`src/rtl/pipeline_stall_ctrl.sv`:
```
// Central stall sequencer: merges IF/ID hazards, counts down multi-cycle EX ops
// and supervises MEM bus waits with a timeout, producing the pipeline hold vector.
module pipeline_stall_ctrl #(
    parameter int MEM_TIMEOUT = 16,
    parameter int CNT_W       = 6
) (
    input  logic             clk,
    input  logic             rst,
    input  logic             if_stall_req,
    input  logic             id_stall_req,
    input  logic             ex_mc_start,
    input  logic [CNT_W-1:0] ex_mc_cycles,
    input  logic             mem_req,
    input  logic             mem_ack,
    input  logic             flush,
    output logic [5:0]       control,
    output logic             ex_mc_done,
    output logic             mem_timeout,
    output logic [3:0]       state_dbg
);

    localparam int TW = (MEM_TIMEOUT > 2) ? $clog2(MEM_TIMEOUT) : 1;

    typedef enum logic [1:0] {
        EX_IDLE = 2'd0,
        EX_BUSY = 2'd1,
        EX_DONE = 2'd2
    } ex_state_t;

    typedef enum logic [1:0] {
        MEM_IDLE = 2'd0,
        MEM_WAIT = 2'd1,
        MEM_ERR  = 2'd2
    } mem_state_t;

    ex_state_t        ex_state, ex_next;
    mem_state_t       mem_state, mem_next;
    logic [CNT_W-1:0] ex_cnt, ex_cnt_next;
    logic [TW-1:0]    mem_cnt, mem_cnt_next;
    logic             ex_stall, mem_stall;
    logic [5:0]       mask;

    // ex_mc_done and mem_timeout are registered decodes of the next state
    always_ff @(posedge clk or posedge rst) begin
        if (rst) begin
            ex_state    <= EX_IDLE;
            mem_state   <= MEM_IDLE;
            ex_cnt      <= '0;
            mem_cnt     <= '0;
            ex_mc_done  <= 1'b0;
            mem_timeout <= 1'b0;
        end else begin
            ex_state    <= ex_next;
            mem_state   <= mem_next;
            ex_cnt      <= ex_cnt_next;
            mem_cnt     <= mem_cnt_next;
            ex_mc_done  <= (ex_next == EX_DONE);
            mem_timeout <= (mem_next == MEM_ERR);
        end
    end

    always_comb begin
        ex_next     = ex_state;
        ex_cnt_next = ex_cnt;
        if (flush) begin
            ex_next     = EX_IDLE;
            ex_cnt_next = '0;
        end else begin
            case (ex_state)
                EX_BUSY: begin
                    if (ex_cnt == CNT_W'(1)) begin
                        ex_next     = EX_DONE;
                        ex_cnt_next = '0;
                    end else begin
                        ex_cnt_next = ex_cnt - CNT_W'(1);
                    end
                end
                default: begin
                    // The start cycle is itself the first stalled cycle
                    if (ex_mc_start) begin
                        if (ex_mc_cycles <= CNT_W'(1)) begin
                            ex_next     = EX_DONE;
                            ex_cnt_next = '0;
                        end else begin
                            ex_next     = EX_BUSY;
                            ex_cnt_next = ex_mc_cycles - CNT_W'(1);
                        end
                    end else begin
                        ex_next = EX_IDLE;
                    end
                end
            endcase
        end
    end

    always_comb begin
        mem_next     = mem_state;
        mem_cnt_next = mem_cnt;
        if (flush) begin
            mem_next     = MEM_IDLE;
            mem_cnt_next = '0;
        end else begin
            case (mem_state)
                MEM_IDLE: begin
                    if (mem_req && !mem_ack) begin
                        mem_next     = MEM_WAIT;
                        mem_cnt_next = TW'(1);
                    end
                end
                MEM_WAIT: begin
                    if (mem_ack || !mem_req) begin
                        mem_next     = MEM_IDLE;
                        mem_cnt_next = '0;
                    end else if (mem_cnt == TW'(MEM_TIMEOUT - 1)) begin
                        mem_next = MEM_ERR;
                    end else begin
                        mem_cnt_next = mem_cnt + TW'(1);
                    end
                end
                MEM_ERR: begin
                    mem_next = MEM_ERR;
                end
                default: begin
                    mem_next     = MEM_IDLE;
                    mem_cnt_next = '0;
                end
            endcase
        end
    end

    // The highest stalled stage k holds itself and everything upstream
    always_comb begin
        ex_stall  = (ex_state == EX_BUSY) ||
                    (ex_mc_start && (ex_mc_cycles != '0));
        mem_stall = (mem_state == MEM_ERR) || (mem_req && !mem_ack);
        if (mem_stall)
            mask = 6'b011111;
        else if (ex_stall)
            mask = 6'b001111;
        else if (id_stall_req)
            mask = 6'b000111;
        else if (if_stall_req)
            mask = 6'b000011;
        else
            mask = 6'b000000;
        control   = (rst || flush) ? 6'b000000 : mask;
        state_dbg = {ex_state, mem_state};
    end

endmodule

```
`config.mk`:
```
export PLATFORM = sky130hd
export DESIGN_NAME = pipeline_stall_ctrl
export DESIGN_NICKNAME = d
export VERILOG_FILES = /design/src/rtl/pipeline_stall_ctrl.sv
export SDC_FILE = /design/constraint.sdc
export NUM_CORES = 1
export LEC_CHECK = 0
export ABC_AREA = 1
export BUFFER_PORTS_ARGS = -buffer_cell sky130_fd_sc_hd__buf_2
export CELL_PAD_IN_SITES_DETAIL_PLACEMENT = 0
export CELL_PAD_IN_SITES_GLOBAL_PLACEMENT = 1
export CORE_MARGIN = 2
export CORE_UTILIZATION = 30
export DETAILED_ROUTE_END_ITERATION = 6
export PLACE_DENSITY_LB_ADDON = 0.1
export REMOVE_ABC_BUFFERS = 1
export SYNTH_ARGS = -nofsm -noshare
export SYNTH_HDL_FRONTEND = slang
export SYNTH_SLANG_ARGS = --single-unit
```
`constraint.sdc`:
```
create_clock -name clk -period 2.25 [get_ports clk]
set_input_delay 0.675 -clock clk [delete_from_list [all_inputs] [get_ports clk]]
set_output_delay 0.675 -clock clk [all_outputs]
set_load 0.01 [all_outputs]
```
==> run metrics, run 1 <==
r2r setup slk 0.86 ns; synth unique cells 25; max-cap violations 0; H-tree levels 1; Arr. time, crit path 1.52 ns; maximum VDD drop 0.1957 mV; Setup TNS 0 ns; multi-input logic area 669.4 sq um; Yosys top cell area share 0.3445; Slew headroom 0.5549; GRT overflow 0; clk_lat worst skew 0.25 ns; GRT Overall Usage 0.1436; worst r2r src mem_cnt[0]; pin count of the biggest net entering global routing 17; hold_ws 0.5149 ns; FMAX 455.0 MHz; hold wc startpoint ex_cnt[1]; Hold Crit Depth 2; sequential share of the synthesized area 0.3445; Worst Setup End Kind output port; Max FO, Critical Path 2; share of layout cells above drive strength 1 0.2976; drt drc 0; vias in the first global route 1124; nets 225; antenna viol nets, final 0; final WL 2.836 mm; CP Launch Type primary input; design area 1493 sq um; Worst Skew 0.001129 ns; endpoints failing hold 0; PortBufs 24; Leakage 0.8036 nW; final core utilization 0.4047; final worst-path cycle share 0.9767; Placed Area 1388 sq um; post-route insts no fill 253; Worst-path clk slew 0.06 ns; Worst Tran Pin Value 0.6669 ns; Die Footprint 4388 sq um; Power Total 0.7972 mW; Req. time, crit path 1.57 ns; first-pass GRT wire length 4.781 mm; total vias in the final route 1140; Final setup viols 0; Area Overhead vs Synth 28.42%; number of diodes 0; cells on worst reg2reg path 9; clk sinks 16; sequential cell area 400.4 sq um; die width 66.25 um; mean routed wirelength per cell 11.21 um; Synth Register Bits 16; row cnt 22; cell area after synthesis 1162 sq um; Num CTS Buffers 3; CTS tree done; Hold Buf Count CTS 0; Crit Path Category primary input to output port; Vias per Instance 4.506; Core Footprint 3689 sq um; DP HPWL 2.164 mm; synth warn 0; clock root buffer clkbuf_8; routability cong. 0.7856; Synth Instances 168; outcome complete, no violations; Max clock buf depth 2; syn avg cell area 6.919 sq um; worst setup margin 0.05232 ns; min cycle time layout 2.198 ns; Synth area leaders dfrtp_1 34%, nand2_1 14%, inv_1 8.1%; setup slack at placement 0.01335 ns; pwr dens 534.1 nW/um^2; hold endpoint ex_cnt[1]; die height 66.25 um; HP Class flip-flop to flip-flop; TritonRoute pass-1 iters 4; r2r endpoint mem_cnt[2]; number of DRC markers in iteration 0 37; count of pins over their slew limit 0; placed instance count 246; initial antenna violation count 0; Fill cells 421; # IOs 26; Initial Utilization 0.3151; area leader, netlist dfrtp_1
## cell families after synthesis
family,after synthesis,share of synthesized area
other,1,0.003226
adders and majority gates,5,0.05382
xor gates and xnor gates,4,0.03015
DFF,16,0.3445
AOI/OAI and AO/OA,19,0.08827
buffers and inverters,30,0.1033
and+or+nand+nor,93,0.3767
## power breakdown
part / leakage [nW] / switching [mW] / internal, mW / total (mW)
clock network: 0.0288 / 0.102 / 0.155 / 0.257
registers: 0.214 / 0.0190 / 0.308 / 0.327
logic: 0.561 / 0.127 / 0.0859 / 0.213
total: 0.804 / 0.248 / 0.549 / 0.797
## cell usage after synthesis, drive strengths merged
cell type / number
buf: 2
nor3: 1
dfrtp: 16
xnor2: 1
ha: 5
inv: 28
a31oi: 1
conb: 1
o21bai: 1
nand4: 4
xor2: 3
or2: 1
nand3b: 2
nor2: 20
nand3: 20
nand2: 45
o21ai: 12
a21oi: 5
## timing repair
item,in CTS,in global routing
endpoints found under the setup margin,0,3
resized for setup,0,9
buffers inserted,0,3
## state kept, by name, indices dropped and copies added (netlist names)
name         cells
ex_cnt           6
mem_cnt          4
ex_state         2
mem_state        2
ex_mc_done       1
mem_timeout      1
## metal layers
metal | global-route usage | wire [um]
met5 | 0 | 0
met4 | 0.03827 | 22
met3 | 0.04089 | 106
met2 | 0.2600 | 1430
met1 | 0.1634 | 1278
## critical path, cell delays in order
cell and delay (ns):
buf_2 0.11, inv_2 0.07, ha_4 0.15, nand3_2 0.07, nand2_1 0.09, nand3b_1 0.08
nand2_1 0.08, nand2_1 0.06, buf_2 0.14
## layout by cell type, fill, tap and decap left out
master,count
nand4_1,4
nand3b_1,2
ha_1,4
nand3_1,17
nand2_2,2
buf_4,11
xnor2_1,1
o21bai_1,1
xor2_1,3
o21ai_1,3
a31oi_1,1
conb_1,1
ha_4,1
nand2_1,43
nor3_1,1
o21ai_2,1
o21ai_0,8
nor2_1,11
or2_2,1
dfrtp_1,16
buf_2,24
nor2_4,3
nor2_2,6
inv_2,5
nand3_2,3
inv_1,23
a21oi_1,5
clkbuf_8,4
## worst max-delay path by stage
stage / from / to / cells past startpoint
final: ex_mc_cycles[1] / control[1] / 9
after CTS: ex_mc_cycles[1] / control[1] / 9
after detailed placement: ex_mc_cycles[1] / control[1] / 9
after floorplan: ex_mc_cycles[0] / control[0] / 7
after global routing: ex_mc_cycles[1] / control[0] / 9
after global placement: ex_mc_cycles[0] / control[1] / 9
## cell type report
class	count	share of cell area
well taps	48	0.04023
repair buffers	35	0.1358
inverters	28	0.07041
multi-input cells	122	0.4484
flip-flops and latches	16	0.2682
clock buffers	4	0.03688
No activity file was read; power rests on OpenSTA's default activity.
==> run 2, diff against run 1 <==
- CTS_CLUSTER_SIZE: unset -> 24
- MAX_ROUTING_LAYER: unset -> met4
==> run 2 against run 1 <==
Net effect:
- via count rose by 0.35%
- first-iteration DRC count rose by 43%
- wire length rose by 0.67%
- final area did not move
==> run metrics, run 2 (synthesis gave the netlist of run 1 again) <==
outcome complete, no violations (unchanged); GRT overflow 0 (unchanged); cells on worst reg2reg path 9 (unchanged); Comb power frac 0.268 (about the same); max-cap violations 0 (unchanged); Core Footprint 3689 sq um (unchanged); DP HPWL 2.164 mm (unchanged); hold_ws 0.5149 ns (about the same); Hold Crit Depth 2 (unchanged); total vias in the final route 1144 (was 1140); endpoints failing hold 0 (unchanged); Num CTS Buffers 3 (unchanged); net switching fraction of the power 0.3118 (was 0.3114); Vias per Instance 4.522 (was 4.506); FMAX 454.1 MHz (was 455.0 MHz); Final setup viols 0 (unchanged); Max FO, Critical Path 2 (unchanged); Slew headroom 0.5543 (was 0.5549); row cnt 22 (unchanged); worst r2r src mem_cnt[0] (unchanged); die height 66.25 um (unchanged); final WL 2.855 mm (was 2.836 mm); HP Class flip-flop to flip-flop (unchanged); clock root buffer clkbuf_8 (unchanged); most common cell after layout, fill and taps aside nand2_1 (unchanged); sequential cell area 400.4 sq um (unchanged); share of layout cells above drive strength 1 0.2976 (unchanged); nets 225 (unchanged); Regs by FF count ex_cnt: 6 flops, mem_cnt: 4 flops (unchanged); number of DRC markers in iteration 0 53 (was 37); die width 66.25 um (unchanged); routability cong. 0.7965 (was 0.7856); first-pass GRT wire length 4.781 mm (unchanged); multi-input logic area 669.4 sq um (unchanged); Seq pwr share 0.409 (was 0.410); final worst-path cycle share 0.9787 (was 0.9767); Max clock buf depth 2 (unchanged); Die Footprint 4388 sq um (unchanged); Crit Path Category primary input to output port (unchanged); Area Overhead vs Synth 28.42% (unchanged); Hold Buf Count CTS 0 (unchanged); # IOs 26 (unchanged); TritonRoute pass-1 iters 4 (unchanged); r2r setup slk 0.86 ns (about the same); antenna viol nets, final 0 (unchanged); H-tree levels 1 (unchanged); vias in the first global route 1121 (was 1124); Arr. time, crit path 1.53 ns (was 1.52 ns); PortBufs 24 (unchanged); most frequent cells in the layout 43 x nand2_1, 24 x buf_2, 23 x inv_1 (unchanged); r2r endpoint mem_cnt[2] (unchanged); Initial Utilization 0.3151 (unchanged); mean routed wirelength per cell 11.28 um (was 11.21 um); CTS tree done (unchanged); drt drc 0 (unchanged); Worst Skew 0.001133 ns (was 0.001129 ns); pin count of the biggest net entering global routing 17 (unchanged); GRT Overall Usage 0.1474 (was 0.1436); Worst Tran Pin Value 0.6678 ns (was 0.6669 ns); Fill cells 421 (unchanged); maximum VDD drop 0.1958 mV (was 0.1957 mV); CP max stage delay 0.15 ns (about the same); internal power 0.5491 mW (was 0.5490 mW); clk_lat worst skew 0.25 ns (about the same); Largest register FFs 6 (unchanged); Top reg by flops ex_cnt (unchanged); Leakage 0.8036 nW (unchanged); Power Total 0.7979 mW (was 0.7972 mW); CP Launch Type primary input (unchanged); Placed Area 1388 sq um (unchanged); Worst Setup End Kind output port (unchanged); pwr dens 534.6 nW/um^2 (was 534.1 nW/um^2); Worst-path clk slew 0.06 ns (about the same); most frequent CP cell nand2_1 (unchanged); clk sinks 16 (unchanged); hold endpoint ex_cnt[1] (unchanged); count of pins over their slew limit 0 (unchanged); number of diodes 0 (unchanged); Req. time, crit path 1.57 ns (about the same); sw power 0.2488 mW (was 0.2483 mW); cell breakdown of the critical path buf_2 > inv_2 > ha_4 > nand3_2 > nand2_1 > nand3b_1 > nand2_1 > nand2_1 > buf_2 (unchanged); min cycle time layout 2.202 ns (was 2.198 ns); initial antenna violation count 0 (unchanged); clock group share of total power 0.323 (was 0.322); hold wc startpoint ex_cnt[1] (unchanged); design area 1493 sq um (unchanged); highest-delay cell along the critical path ha_4 (unchanged)
run 2: cell counts in the layout (fill, tap and decap cells not counted):
No cell type changed its count.
run 2: power groups by stage:
stage / Clock [mW] / Combinational (mW) / Sequential (mW)
floorplan: 0 / 0.135 / 0.330
global placement: 0 / 0.204 / 0.332
detailed placement: 0 / 0.204 / 0.332
CTS: 0.270 / 0.206 / 0.327
global route: 0.289 / 0.245 / 0.330
finish: 0.257 / 0.214 / 0.327
run 2: timing repair:
item | 4_1_cts | 5_1_grt
setup endpoints to repair | 0 | 3
buffers inserted | 0 | 3
resized for setup | 0 | 9
run 2: critical path: cells and delay by family:
kind | cells | cell delay, ns
buffers and inverters | 3 | 0.32
adders and majority gates | 1 | 0.15
and+or+nand+nor | 5 | 0.38
run 2: area by class of cell:
class | count | area share
multi-input cells | 122 | 0.4484
flip-flops and latches | 16 | 0.2682
repair buffers | 35 | 0.1358
inverters | 28 | 0.07041
well taps | 48 | 0.04023
clock buffers | 4 | 0.03688
run 2: layer usage:
layer	wire, um	vias up	global-route usage
li1	-	602	-
met1	1281	522	0.1634
met2	1441	18	0.2600
met3	106	2	0.04089
met4	25	0	0.03827
met5	0	-	-
run 2: how the worst max path moves through the flow:
stage / start / endpoint / slack [ns] / cells past startpoint
floorplan: ex_mc_cycles[0] / control[0] / 0.15 / 7
global placement: ex_mc_cycles[0] / control[1] / 0.04 / 9
detailed placement: ex_mc_cycles[1] / control[1] / 0.01 / 9
CTS: ex_mc_cycles[1] / control[1] / 0.007 / 9
global route: ex_mc_cycles[1] / control[0] / -0.02 / 9
finish: ex_mc_cycles[1] / control[1] / 0.05 / 9
run 2: through the flow:
step,TNS (ns),setup slack [ns],utilization,std cells
6_report,0,0.04799,0.4047,253
3_5_place_dp,0,0.01335,0.3762,246
4_1_cts,0,0.007204,0.3911,250
5_1_grt,-0.04061,-0.02045,0.4047,253
2_1_floorplan,0,0.1542,-,166
3_3_place_gp,0,0.04375,0.3762,246
